===== src/rtl/stdout_uart_tx_pkg.sv =====
// Shared types and constants for the stdout UART transmitter.
// Contents: tx_state_t (frame FSM states) and UART_DATA_BITS.
// PARITY is only reached when STDOUT_TX_PARITY_EN is defined.
package stdout_tx_pkg;

    localparam int unsigned UART_DATA_BITS = 8;

    typedef enum logic [2:0] {
        IDLE   = 3'd0,
        START  = 3'd1,
        DATA   = 3'd2,
        PARITY = 3'd3,
        STOP   = 3'd4
    } tx_state_t;

endpackage


===== src/rtl/stdout_uart_tx_if.sv =====
// Write-port bundle between the memory-mapped stdout store and the transmitter.
// master (core side): drives wr_en, wr_data; sees full, busy, overflow.
// slave  (transmitter): the reverse.
interface stdout_uart_tx_if;
    import stdout_tx_pkg::*;

    logic                      wr_en;
    logic [UART_DATA_BITS-1:0] wr_data;
    logic                      full;
    logic                      busy;
    logic                      overflow;

    modport master (output wr_en, output wr_data, input full, input busy, input overflow);
    modport slave  (input wr_en, input wr_data, output full, output busy, output overflow);
endinterface


===== src/rtl/stdout_uart_tx_byte_fifo.sv =====
// byte_fifo: synchronous byte FIFO, first-word fall-through read.
// Ports: clk, reset (async, active-low), push/din, pop/dout, full, empty.
// Pushes while full and pops while empty are ignored.
module byte_fifo #(
    parameter int unsigned DEPTH = 16
) (
    input  logic       clk,
    input  logic       reset,
    input  logic       push,
    input  logic       pop,
    input  logic [7:0] din,
    output logic [7:0] dout,
    output logic       full,
    output logic       empty
);
    localparam int unsigned AW = $clog2(DEPTH);
    localparam int unsigned PW = AW + 1;

    logic [PW-1:0] r_wr_ptr;
    logic [PW-1:0] r_rd_ptr;
    logic [7:0]    r_mem [DEPTH];
    logic          w_push_ok;
    logic          w_pop_ok;

    // Extra wrap bit distinguishes full from empty when the indices match.
    assign empty = (r_wr_ptr == r_rd_ptr);
    assign full  = (r_wr_ptr[AW] != r_rd_ptr[AW]) &&
                   (r_wr_ptr[AW-1:0] == r_rd_ptr[AW-1:0]);

    assign w_push_ok = push && !full;
    assign w_pop_ok  = pop && !empty;
    assign dout      = r_mem[r_rd_ptr[AW-1:0]];

    // Pointer update.
    always_ff @(posedge clk or negedge reset) begin
        if (!reset) begin
            r_wr_ptr <= '0;
            r_rd_ptr <= '0;
        end else begin
            if (w_push_ok) r_wr_ptr <= r_wr_ptr + PW'(1);
            if (w_pop_ok)  r_rd_ptr <= r_rd_ptr + PW'(1);
        end
    end

    // Storage.
    always_ff @(posedge clk) begin
        if (w_push_ok) r_mem[r_wr_ptr[AW-1:0]] <= din;
    end
endmodule


===== src/rtl/stdout_uart_tx.sv =====
// stdout_uart_tx: buffers stdout bytes and sends them as UART frames, LSB first.
// Ports: clk, reset (async, active-low), bus (slave: wr_en, wr_data, full,
//        busy, overflow), txd (serial line, idle high, flop-driven).
// Build option STDOUT_TX_PARITY_EN: adds an even-parity bit (8E1); default 8N1.
module stdout_uart_tx
    import stdout_tx_pkg::*;
#(
    parameter int unsigned CLKS_PER_BIT = 868,
    parameter int unsigned FIFO_DEPTH   = 16
) (
    input  logic              clk,
    input  logic              reset,
    stdout_uart_tx_if.slave   bus,
    output logic              txd
);
    localparam int unsigned BW        = (CLKS_PER_BIT > 1) ? $clog2(CLKS_PER_BIT) : 1;
    localparam logic [BW-1:0] BAUD_LAST = BW'(CLKS_PER_BIT - 1);
    localparam logic [2:0]    BIT_LAST  = 3'(UART_DATA_BITS - 1);

    tx_state_t r_state;
    tx_state_t w_state_nx;
    logic [BW-1:0] r_baud;
    logic [BW-1:0] w_baud_nx;
    logic [2:0]    r_bit;
    logic [2:0]    w_bit_nx;
    logic [7:0]    r_shift;
    logic [7:0]    w_shift_nx;
    logic          r_txd;
    logic          w_txd_nx;
    logic          r_ovf;
    logic          w_pop;
    logic          w_full;
    logic          w_empty;
    logic [7:0]    w_dout;
    logic          w_bit_end;
`ifdef STDOUT_TX_PARITY_EN
    logic          r_par;
    logic          w_par_nx;
`endif

    byte_fifo #(.DEPTH(FIFO_DEPTH)) u_fifo (
        .clk   (clk),
        .reset (reset),
        .push  (bus.wr_en),
        .pop   (w_pop),
        .din   (bus.wr_data),
        .dout  (w_dout),
        .full  (w_full),
        .empty (w_empty)
    );

    assign w_bit_end    = (r_baud == BAUD_LAST);
    assign txd          = r_txd;
    assign bus.full     = w_full;
    assign bus.overflow = r_ovf;
    // Decoded from flops only: work queued or a frame still in flight.
    assign bus.busy     = (r_state != IDLE) || !w_empty;

    // Next-state, baud/bit counters, shifter and line level.
    // txd is registered from the current state, so the line trails the FSM by one cycle.
    always_comb begin
        w_state_nx = r_state;
        w_baud_nx  = r_baud;
        w_bit_nx   = r_bit;
        w_shift_nx = r_shift;
        w_pop      = 1'b0;
        w_txd_nx   = 1'b1;
`ifdef STDOUT_TX_PARITY_EN
        w_par_nx   = r_par;
`endif
        if (r_state != IDLE) w_baud_nx = w_bit_end ? '0 : r_baud + BW'(1);

        case (r_state)
            IDLE: begin
                w_txd_nx = 1'b1;
                if (!w_empty) begin
                    w_pop      = 1'b1;
                    w_shift_nx = w_dout;
`ifdef STDOUT_TX_PARITY_EN
                    w_par_nx   = ^w_dout;
`endif
                    w_baud_nx  = '0;
                    w_state_nx = START;
                end
            end
            START: begin
                w_txd_nx = 1'b0;
                if (w_bit_end) begin
                    w_bit_nx   = 3'd0;
                    w_state_nx = DATA;
                end
            end
            DATA: begin
                w_txd_nx = r_shift[0];
                if (w_bit_end) begin
                    w_shift_nx = {1'b0, r_shift[7:1]};
                    if (r_bit == BIT_LAST) begin
`ifdef STDOUT_TX_PARITY_EN
                        w_state_nx = PARITY;
`else
                        w_state_nx = STOP;
`endif
                    end else begin
                        w_bit_nx = r_bit + 3'd1;
                    end
                end
            end
`ifdef STDOUT_TX_PARITY_EN
            PARITY: begin
                w_txd_nx = r_par;
                if (w_bit_end) w_state_nx = STOP;
            end
`endif
            STOP: begin
                w_txd_nx = 1'b1;
                if (w_bit_end) begin
                    // Chain straight into the next frame when more bytes wait.
                    if (!w_empty) begin
                        w_pop      = 1'b1;
                        w_shift_nx = w_dout;
`ifdef STDOUT_TX_PARITY_EN
                        w_par_nx   = ^w_dout;
`endif
                        w_state_nx = START;
                    end else begin
                        w_state_nx = IDLE;
                    end
                end
            end
            default: begin
                w_state_nx = IDLE;
            end
        endcase
    end

    // State and datapath registers; reset aborts any frame and forces the line high.
    always_ff @(posedge clk or negedge reset) begin
        if (!reset) begin
            r_state <= IDLE;
            r_baud  <= '0;
            r_bit   <= 3'd0;
            r_shift <= 8'd0;
            r_txd   <= 1'b1;
            r_ovf   <= 1'b0;
`ifdef STDOUT_TX_PARITY_EN
            r_par   <= 1'b0;
`endif
        end else begin
            r_state <= w_state_nx;
            r_baud  <= w_baud_nx;
            r_bit   <= w_bit_nx;
            r_shift <= w_shift_nx;
            r_txd   <= w_txd_nx;
            r_ovf   <= r_ovf || (bus.wr_en && w_full);
`ifdef STDOUT_TX_PARITY_EN
            r_par   <= w_par_nx;
`endif
        end
    end
endmodule


===== src/flat_wrapper.sv =====
// flat-port wrapper written by rule: the top's interface ports become plain ports
module stdout_uart_tx_flat import stdout_tx_pkg::*;
#(
    parameter int unsigned CLKS_PER_BIT = 868,
    parameter int unsigned FIFO_DEPTH   = 16
)
  (clk, reset, txd, bus_wr_en, bus_wr_data, bus_full, bus_busy, bus_overflow);
  stdout_uart_tx_if bus_i ();
  input  logic clk;
  input  logic reset;
  output logic txd;
  input wire logic [$bits(bus_i.wr_en)-1:0] bus_wr_en;
  input wire logic [$bits(bus_i.wr_data)-1:0] bus_wr_data;
  output wire logic [$bits(bus_i.full)-1:0] bus_full;
  output wire logic [$bits(bus_i.busy)-1:0] bus_busy;
  output wire logic [$bits(bus_i.overflow)-1:0] bus_overflow;
  assign bus_i.wr_en = bus_wr_en;
  assign bus_i.wr_data = bus_wr_data;
  assign bus_full = bus_i.full;
  assign bus_busy = bus_i.busy;
  assign bus_overflow = bus_i.overflow;
  stdout_uart_tx #(.CLKS_PER_BIT(CLKS_PER_BIT), .FIFO_DEPTH(FIFO_DEPTH)) u_core (.clk(clk), .reset(reset), .bus(bus_i), .txd(txd));
endmodule

===== config.mk =====
export PLATFORM = sky130hd
export DESIGN_NAME = stdout_uart_tx_flat
export DESIGN_NICKNAME = d
export VERILOG_FILES = /design/src/rtl/stdout_uart_tx_pkg.sv /design/src/rtl/stdout_uart_tx_if.sv /design/src/rtl/stdout_uart_tx_byte_fifo.sv /design/src/rtl/stdout_uart_tx.sv /design/src/flat_wrapper.sv
export SDC_FILE = /design/constraint.sdc
export NUM_CORES = 1
export LEC_CHECK = 0
export CAP_MARGIN = 30
export CORE_UTILIZATION = 25
export CTS_CLUSTER_DIAMETER = 120
export DETAILED_ROUTE_END_ITERATION = 8
export PLACE_DENSITY = 0.35
export REMOVE_ABC_BUFFERS = 1
export SYNTH_ARGS = -nofsm -noshare
export SYNTH_HDL_FRONTEND = slang
export SYNTH_SLANG_ARGS = --single-unit

===== constraint.sdc =====
create_clock -name clk -period 3.42 [get_ports clk]
set_clock_uncertainty 0.2 [all_clocks]
set_input_delay 0.513 -clock clk [delete_from_list [all_inputs] [get_ports clk]]
set_output_delay 0.513 -clock clk [all_outputs]
set_load 0.01 [all_outputs]

# Word-level counts from Yosys, hierarchy flattened
# Memory sizes are Yosys's and may differ from the RTL's.
# Index checks and enable logic that the tools add are counted.
# classes
muxes	25
addsub	4
n_eq_ne	14
reduce_logical	15
# op_table
cell	n
$mux W10	4
$mux W3	8
$mux W8	3
$pmux W8 S3	1
$pmux W3 S4	1
$add A10 B1 Y10 const B	1
$add A5 B1 Y5 const B	2
$eq A10 B10 Y1 const B	1
$ne A2 B1 Y1 const B	4
$eq A3 B3 Y1 const B	2
$pmux W3 S2	1
$reduce_bool A3 Y1	2
$eq A5 B5 Y1	1
$mux W1	5
$reduce_and A5 Y1	1
$eq A4 B4 Y1	1
$logic_and A1 B1 Y1	4
$ne A2 B2 Y1 const B	2
$pmux W1 S2	2
$reduce_and A4 Y1	1
$add A3 B1 Y3 const B	1
$eq A3 B1 Y1 const B	1
$eq A3 B2 Y1 const B	1
$logic_not A3 Y1	1
other kinds (5)	7
# word_totals
mem_bits_rw	128
output_inout_bits	4
register_bits	36
in_bits	11
n_memories	1
# memory_table
memory	words	width	rd	rd_ports_with_merged_regs	wr	line_no	source
u_core.u_fifo.r_mem	16	8	1	0	1	stdout_uart_tx_byte_fifo.sv:21	logic [7:0] r_mem [DEPTH];

# Longest topological paths before layout
# Gate-level depths: netlist (run 1).
# logic_depth
word_depth	6
ltp_mapped	8
ltp_nobuf	6

# Modules after synthesis
# Synthesis (run 1) repeated with hierarchy kept, for this count alone.
# unflattened
hier_cells	411
hier_area_um2	7071.8
# modules_own_cells
module	area_per_inst_um2	cells_each	n_inst
byte_fifo	5611.6	278	1
stdout_uart_tx	1460.2	133	1

# Least setup slack after synthesis (run 1)
# No wires, ideal clock.
# synth_timing
path_kind	register -> register
start	register u_core.u_fifo.r_rd_ptr[0]
end	memory u_core.u_fifo.r_mem[3][0], enable pin
synth_period_minus_slack_ns	2.651
arrival_ns	2.068
stages_incl_launch_ff	8
setup_slack_ns	0.769
t_required_ns	2.837
path_buffers	2
cell_sequence	dfrtp_1 > buf_6 > buf_12 > xnor2_1 > and4_1 > a21boi_2 > nand2_1 > nor3_1
# synth_between
elab_chain_cells	6
# synth_lines
item	line_no	source
start, declared	stdout_uart_tx_byte_fifo.sv:20	logic [PW-1:0] r_rd_ptr;
start signal, assigned	stdout_uart_tx_byte_fifo.sv:41	if (w_pop_ok) r_rd_ptr <= r_rd_ptr + PW'(1);
$eq A4 B4 Y1	stdout_uart_tx_byte_fifo.sv:28	(r_wr_ptr[AW-1:0] == r_rd_ptr[AW-1:0]);
$logic_and A1 B1 Y1	stdout_uart_tx_byte_fifo.sv:27	assign full = (r_wr_ptr[AW] != r_rd_ptr[AW]) &&
$logic_not A1 Y1	stdout_uart_tx_byte_fifo.sv:30	assign w_push_ok = push && !full;
$logic_and A1 B1 Y1	stdout_uart_tx_byte_fifo.sv:30	
$mux W1	stdout_uart_tx_byte_fifo.sv:47	if (w_push_ok) r_mem[r_wr_ptr[AW-1:0]] <= din;
$mux W1 (not written as such)	stdout_uart_tx_byte_fifo.sv:47	
end, declared	stdout_uart_tx_byte_fifo.sv:21	
# Every way passes these cells.

# Worst setup path in the final report (run 1)
# layout_timing
start	register u_core.u_fifo.r_rd_ptr[0]
end	output bus_busy
# layout_between
elab_chain_cells	3
# layout_lines
item	line_no	source
$eq A5 B5 Y1	stdout_uart_tx_byte_fifo.sv:26	assign empty = (r_wr_ptr == r_rd_ptr);
$logic_not A1 Y1	stdout_uart_tx.sv:57	assign bus.busy = (r_state != IDLE) || !w_empty;
$logic_or A1 B1 Y1	stdout_uart_tx.sv:57	
end, declared	flat_wrapper.sv:15	output wire logic [$bits(bus_i.busy)-1:0] bus_busy;
# Every way passes these cells.

==> results.py, run 1 <==
metrics = {
    "run_status": {
        "outcome": "completed",
    },
    "power_and_ir_drop": {
        "power_mw": 5.361,
        "irDropWorstVdd_mv": 0.2905,
        "powerDensity_nw_per_um2": 663.2,
        "leakagePower_nw": 2.779,
    },
    "setup_path": {
        "critPathKind": "reg2out",
        "timing.critical_path.fanout_max": 10,
        "endpoint_kind": "primary output",
        "start_kind": "flop",
        "cp_data_arrival_time_ns": 2.24,
        "r2r_cells": 6,
        "cp.required_ns": 2.71,
    },
    "sta": {
        "fin_crit_sh_pct": 86.29,
        "hold_viol": 0,
        "fmax_ghz": 0.3389,
        "fin_ws_ns": 0.4689,
        "tightest_slew_ns": 0.8904,
        "rsz0062_at_grt": "no",
        "setup_viol": 0,
        "slew_viol_final": 0,
        "tns_ns": 0,
        "fin_crit_ns": 2.951,
        "slew_headroom_pct": 40.52,
    },
    "synthesis": {
        "synth_async_sr_flop_share_pct": 21.95,
        "syn_area_um2": 6829,
        "ys_seq_elements": 164,
        "ys_warn_count": 0,
        "synth_edf_count": 128,
        "synth_cell_types": 49,
        "synth_seq_area_share_pct": 69.49,
        "netlist_instances": 401,
        "ys.flop_type": "edfxtp_1",
        "avgSynthCellArea_um2": 17.03,
    },
    "route": {
        "drt-total-wl_um": 15110,
        "vias": 3547,
        "drc_errors": 0,
        "vias_per_cell": 4.479,
        "firstDrtPassIters": 4,
        "first_iter_violations": 158,
        "antenna_left": 0,
        "wire_per_inst_um": 19.08,
    },
    "floorplan": {
        "rows": 60,
        "fp.coreArea_um2": 26880,
        "ios": 15,
        "start_util_pct": 25.41,
        "die_h_um": 167.3,
        "die_width_um": 167.3,
        "die_area_um2": 27980,
    },
    "clock_network": {
        "cts_resized": 0,
        "path_clk_slew_ns": 0.07,
        "cts_buffer_depth": 2,
        "cts_made_buffers": 17,
        "root_buffer": "clkbuf_16",
        "htreeDepth": 4,
        "clock-sinks": 164,
        "cts_tree": "yes",
        "clk-insertion-delay-late_ns": 0.43,
    },
    "grt": {
        "track_usage_pct": 11.66,
        "antenna_found_initial": 0,
        "grt_pass1_vias": 3852,
        "grt_overflow": 0,
        "grt_first_pass_wirelength_um": 23760,
        "grt_start_max_net_pins": 37,
    },
    "cells_and_area": {
        "nets": 457,
        "drive_above_1_share_pct": 23.06,
        "area_growth_pct": 18.38,
        "final_cells": 792,
        "diodes": 0,
        "utilization_pct": 30.08,
    },
    "place": {
        "portBuffers": 14,
        "place_inst": 758,
        "place_hpwl_um": 9946,
        "place.gp.congestion": 0.7447,
        "preCtsSetupSlack_ns": 0.8290,
    },
    "run": {
        "cap_violations": 0,
    },
    "min_path": {
        "hold_class": "reg2reg",
        "whs_path_depth": 1,
    },
}
## report_power, final
| group | total, mW | internal, mW | switching, mW |
|---|---|---|---|
| registers | 2.56 | 2.39 | 0.165 |
| clock network | 1.97 | 1.05 | 0.916 |
| logic | 0.836 | 0.392 | 0.444 |
## synth_stat cells, types with 4 or more instances
library cell  instances  area share, %
nor2b_1               5           0.46
edfxtp_1            128             56
mux4_2               30            9.9
nand3_1               5           0.37
clkbuf_1              8           0.44
o21ai_1              21            1.5
nor2_1               24            1.3
ha_1                  8            1.5
mux2_2                7            1.2
xnor2_1              10            1.3
buf_2                 5           0.37
dfrtp_1              35             13
a221oi_2              5            1.1
inv_1                 4           0.22
nand2_1              28            1.5
xor2_1                5           0.64
a22o_1                8            1.0
nor3_1               10           0.73
nand2b_1              6           0.55
## worst paths after layout
path / startpoint / endpoint / slack (ns)
max: u_core.u_fifo.r_rd_ptr[0] / bus_busy / 0.47
min: u_core.bus.overflow / u_core.bus.overflow / 0.26
max reg2reg: u_core.u_fifo.r_rd_ptr[0] / u_core.r_shift[1] / 0.86
min reg2reg: u_core.bus.overflow / u_core.bus.overflow / 0.26
max in group asynchronous: reset / u_core.txd / 2.17
min in group asynchronous: reset / u_core.r_baud[3] / 0.32
## worst max-delay path, cell delays in order, from the launching register on
cell	delay (ns)
dfrtp_2	0.55
xnor2_1	0.24
nand4_1	0.17
nor3_1	0.34
inv_2	0.04
clkdlybuf4s50_1	0.48
## final cells by class
| type | count | area, um^2 |
|---|---|---|
| clock buffer | 17 | 425.4 |
| clock inverter | 15 | 180.2 |
| fill | 2644 | 18790 |
| inverter | 5 | 18.77 |
| multi-input combinational | 212 | 1931 |
| sequential | 164 | 4747 |
| tap | 341 | 426.7 |
| timing repair buffer | 38 | 355.3 |
## routing by layer
| metal | global-route usage, % | share of wire (%) | up-vias |
|---|---|---|---|
| met3 | 2.482 | 2.0 | 10 |
| li1 | - | - | 1642 |
| met4 | 3.710 | 0.96 | 0 |
| met1 | 14.91 | 47 | 1860 |
| met5 | 0 | 0 | - |
| met2 | 19.70 | 50 | 35 |
## metrics by stage
step / area, um^2 / hold WS (ns)
6_report: 8084 / 0.2559
5_1_grt: 8084 / 0.2849
4_1_cts: 8054 / 0.04054
3_3_place_gp: 7448 / 0.2393
2_1_floorplan: 6695 / 0.01741
3_5_place_dp: 7448 / 0.2421
## sequential cells by signal, summed over array words and instances, names as in the netlist
name	flops
u_core.r_shift	8
u_core.u_fifo.r_wr_ptr	5
u_core.u_fifo.r_mem	128
u_core.bus.overflow	1
u_core.txd	1
u_core.r_state	3
u_core.r_bit	3
u_core.r_baud	10
u_core.u_fifo.r_rd_ptr	5
## cell usage in the layout, fill, tap and decap left out, types with 4 or more instances in the layout
cell | synthesis | final
mux2_2 | 7 | 7
clkdlybuf4s50_1 | 0 | 13
clkbuf_16 | 0 | 17
a22o_1 | 8 | 8
o21ai_1 | 21 | 21
xor2_1 | 5 | 5
inv_1 | 4 | 4
mux4_2 | 30 | 30
nor2b_1 | 5 | 5
ha_1 | 8 | 8
nand2_1 | 28 | 28
dfrtp_1 | 35 | 34
buf_4 | 1 | 20
xnor2_1 | 10 | 10
nand2b_1 | 6 | 6
inv_6 | 0 | 5
nor2_1 | 24 | 24
nor3_1 | 10 | 10
edfxtp_1 | 128 | 128
nand3_1 | 5 | 5
a221oi_2 | 5 | 5
inv_8 | 0 | 4
## timing repair
item,4_1_cts,5_1_grt
setup buffers,0,0
hold endpoints to repair,0,12
setup endpoints to repair,0,0
hold buffers,0,1
## logic make-up after synthesis
kind of cell	share of synthesized area [%]
compound gates	5.863
xor+xnor	1.924
simple gates	6.651
buf+inv	2.235
flops	69.49
fa+ha+maj	1.466
mux	12.37
No activity file was read; power rests on OpenSTA's default activity.
==> inputs of run 2 (changes only) <==
--- a/config.mk
+++ b/config.mk
@@ -7,6 +7,7 @@
 export LEC_CHECK = 0
 export CAP_MARGIN = 30
 export CORE_UTILIZATION = 25
+export CTS_BUF_LIST = sky130_fd_sc_hd__clkbuf_4
 export CTS_CLUSTER_DIAMETER = 120
 export DETAILED_ROUTE_END_ITERATION = 8
 export PLACE_DENSITY = 0.35
==> run 2 against run 1 <==
Against the previous run:
- non-clock buffer count stayed put
- via count about the same
- register-to-register slack barely moved
- cell area fell by 3.6%
- count of clock-buffer cells in the layout is the same
- routed wire length down 0.50%
- largest cell class unchanged
- worst setup slack got worse by 0.16 ns
- utilization decreased by 1.1 points
- clock power decreased by 38%
- combinational power about the same
==> results.py, run 2 (synthesis gave the netlist of run 1 again) <==
metrics = {
    "route": {
        "first_iter_violations": 133,
        "wire_per_inst_um": 18.94,
        "vias": 3545,
        "drt-total-wl_um": 15040,
        "drc_errors": 0,
        "antenna_left": 0,
        "vias_per_cell": 4.465,
        "firstDrtPassIters": 4,
    },
    "setup_path": {
        "path_depth": 5,
        "cp_slowest_stage_delay_ns": 0.54,
        "crit_family": "flip-flops",
        "path_buf_inv": 2,
        "cp_data_arrival_time_ns": 2.39,
        "cp_cell_sequence": "xnor2_1 > nand4_1 > nor3_1 > inv_2 > clkdlybuf4s50_1",
        "endpoint_kind": "primary output",
        "critPathKind": "reg2out",
        "timing.critical_path.fanout_max": 11,
        "r2r_cells": 6,
        "slowest_stage": "dfrtp_1",
        "start_kind": "flop",
        "cp.required_ns": 2.71,
    },
    "cells_and_area": {
        "area_growth_pct": 14.09,
        "largest_reg_flops": 128,
        "most-common-layout-cells": "edfxtp_1, dfrtp_1, mux4_2",
        "fillers": 2678,
        "final_cells": 794,
        "final_common_cell": "edfxtp_1",
        "drive_above_1_share_pct": 23.06,
        "nets": 457,
    },
    "sta": {
        "slew_headroom_pct": 39.77,
        "fin_ws_ns": 0.3137,
        "fmax_ghz": 0.3219,
        "tightest_slew_ns": 0.9015,
        "setup_viol": 0,
        "rsz0062_at_grt": "no",
        "slew_viol_final": 0,
        "hold_viol": 0,
        "fin_crit_sh_pct": 90.83,
        "fin_crit_ns": 3.106,
    },
    "power_and_ir_drop": {
        "irDropWorstVdd_mv": 0.2362,
        "powerDensity_nw_per_um2": 591.4,
        "power_mw": 4.608,
        "leakagePower_nw": 2.647,
    },
    "grt": {
        "grt_pass1_vias": 3858,
        "grt_start_max_net_pins": 37,
        "antenna_found_initial": 1,
        "grt_first_pass_wirelength_um": 23650,
        "track_usage_pct": 11.61,
        "grt_overflow": 0,
    },
    "floorplan": {
        "die_area_um2": 27980,
        "start_util_pct": 25.41,
        "ios": 15,
        "die_width_um": 167.3,
        "fp.coreArea_um2": 26880,
        "die_h_um": 167.3,
        "rows": 60,
    },
    "place": {
        "preCtsSetupSlack_ns": 0.8290,
        "place_hpwl_um": 9946,
        "portBuffers": 14,
        "place.gp.congestion": 0.7447,
        "place_inst": 758,
    },
    "clock_network": {
        "cts_tree": "yes",
        "cts_resized": 0,
        "clk-insertion-delay-late_ns": 0.56,
        "path_clk_slew_ns": 0.17,
        "clock-sinks": 164,
        "root_buffer": "clkbuf_4",
        "cts_made_buffers": 17,
        "htreeDepth": 4,
        "cts_buffer_depth": 2,
    },
    "min_path": {
        "hold_class": "in2async",
    },
    "run_status": {
        "outcome": "completed",
    },
    "run": {
        "cap_violations": 0,
    },
}
-- run 2: cell types whose count changed in the layout (fill, tap and decap cells not counted), sizes merged --
| cell | delta |
|---|---|
| diode | +2 |
-- run 2: timing repair --
action | 4_1_cts | 5_1_grt
hold buffers | 1 | 0
hold endpoints to repair | 35 | 0
setup buffers | 0 | 0
-- run 2: cell type report --
cell class                      count  area, um^2  area share [%]
Timing Repair Buffer               38       355.3           4.561
Clock inverter                     15       180.2           2.313
Multi-Input combinational cell    212        1931           24.78
Tap cell                          341       426.7           5.476
Antenna cell                        2       5.005         0.06424
Sequential cell                   164        4747           60.93
Clock buffer                       17       127.6           1.638
Inverter                            5       18.77          0.2409
-- run 2: path summary, 6_finish.rpt --
check | slack (ns) | from | endpoint
worst max-delay path | 0.31 | u_core.u_fifo.r_wr_ptr[2] | bus_busy
worst min-delay path | 0.16 | reset | u_core.r_baud[3]
worst max register to register | 0.86 | u_core.u_fifo.r_wr_ptr[2] | u_core.u_fifo.r_mem[1][1]
worst min register to register | 0.27 | u_core.bus.overflow | u_core.bus.overflow
max in group asynchronous | 2.31 | reset | u_core.txd
min in group clk | 0.27 | u_core.bus.overflow | u_core.bus.overflow
-- run 2: per-layer routing --
layer / global-route usage, % / up-vias / wire [um] / share of wire (%)
met1: 14.74 / 1850 / 7053 / 47
li1: - / 1647 / - / -
met4: 3.231 / 0 / 138 / 0.92
met5: 0 / - / 0 / 0
met2: 19.81 / 39 / 7496 / 50
met3: 2.671 / 9 / 348 / 2.3
-- run 2: per-stage QoR --
step	hold WS (ns)	area [um^2]	TNS (ns)	util, %
floorplan	0.01741	6695	-3.479	-
CTS	0.2766	7766	0	28.90
global route	0.1407	7791	0	28.99
global placement	0.2393	7448	0	27.71
finish	0.1635	7791	0	28.99
detailed placement	0.2421	7448	0	27.71
-- run 2: power breakdown --
part | leakage [nW] | switching [mW] | internal (mW)
Combinational | 0.874 | 0.445 | 0.392
Clock | 0.164 | 0.808 | 0.409
Sequential | 1.61 | 0.165 | 2.39
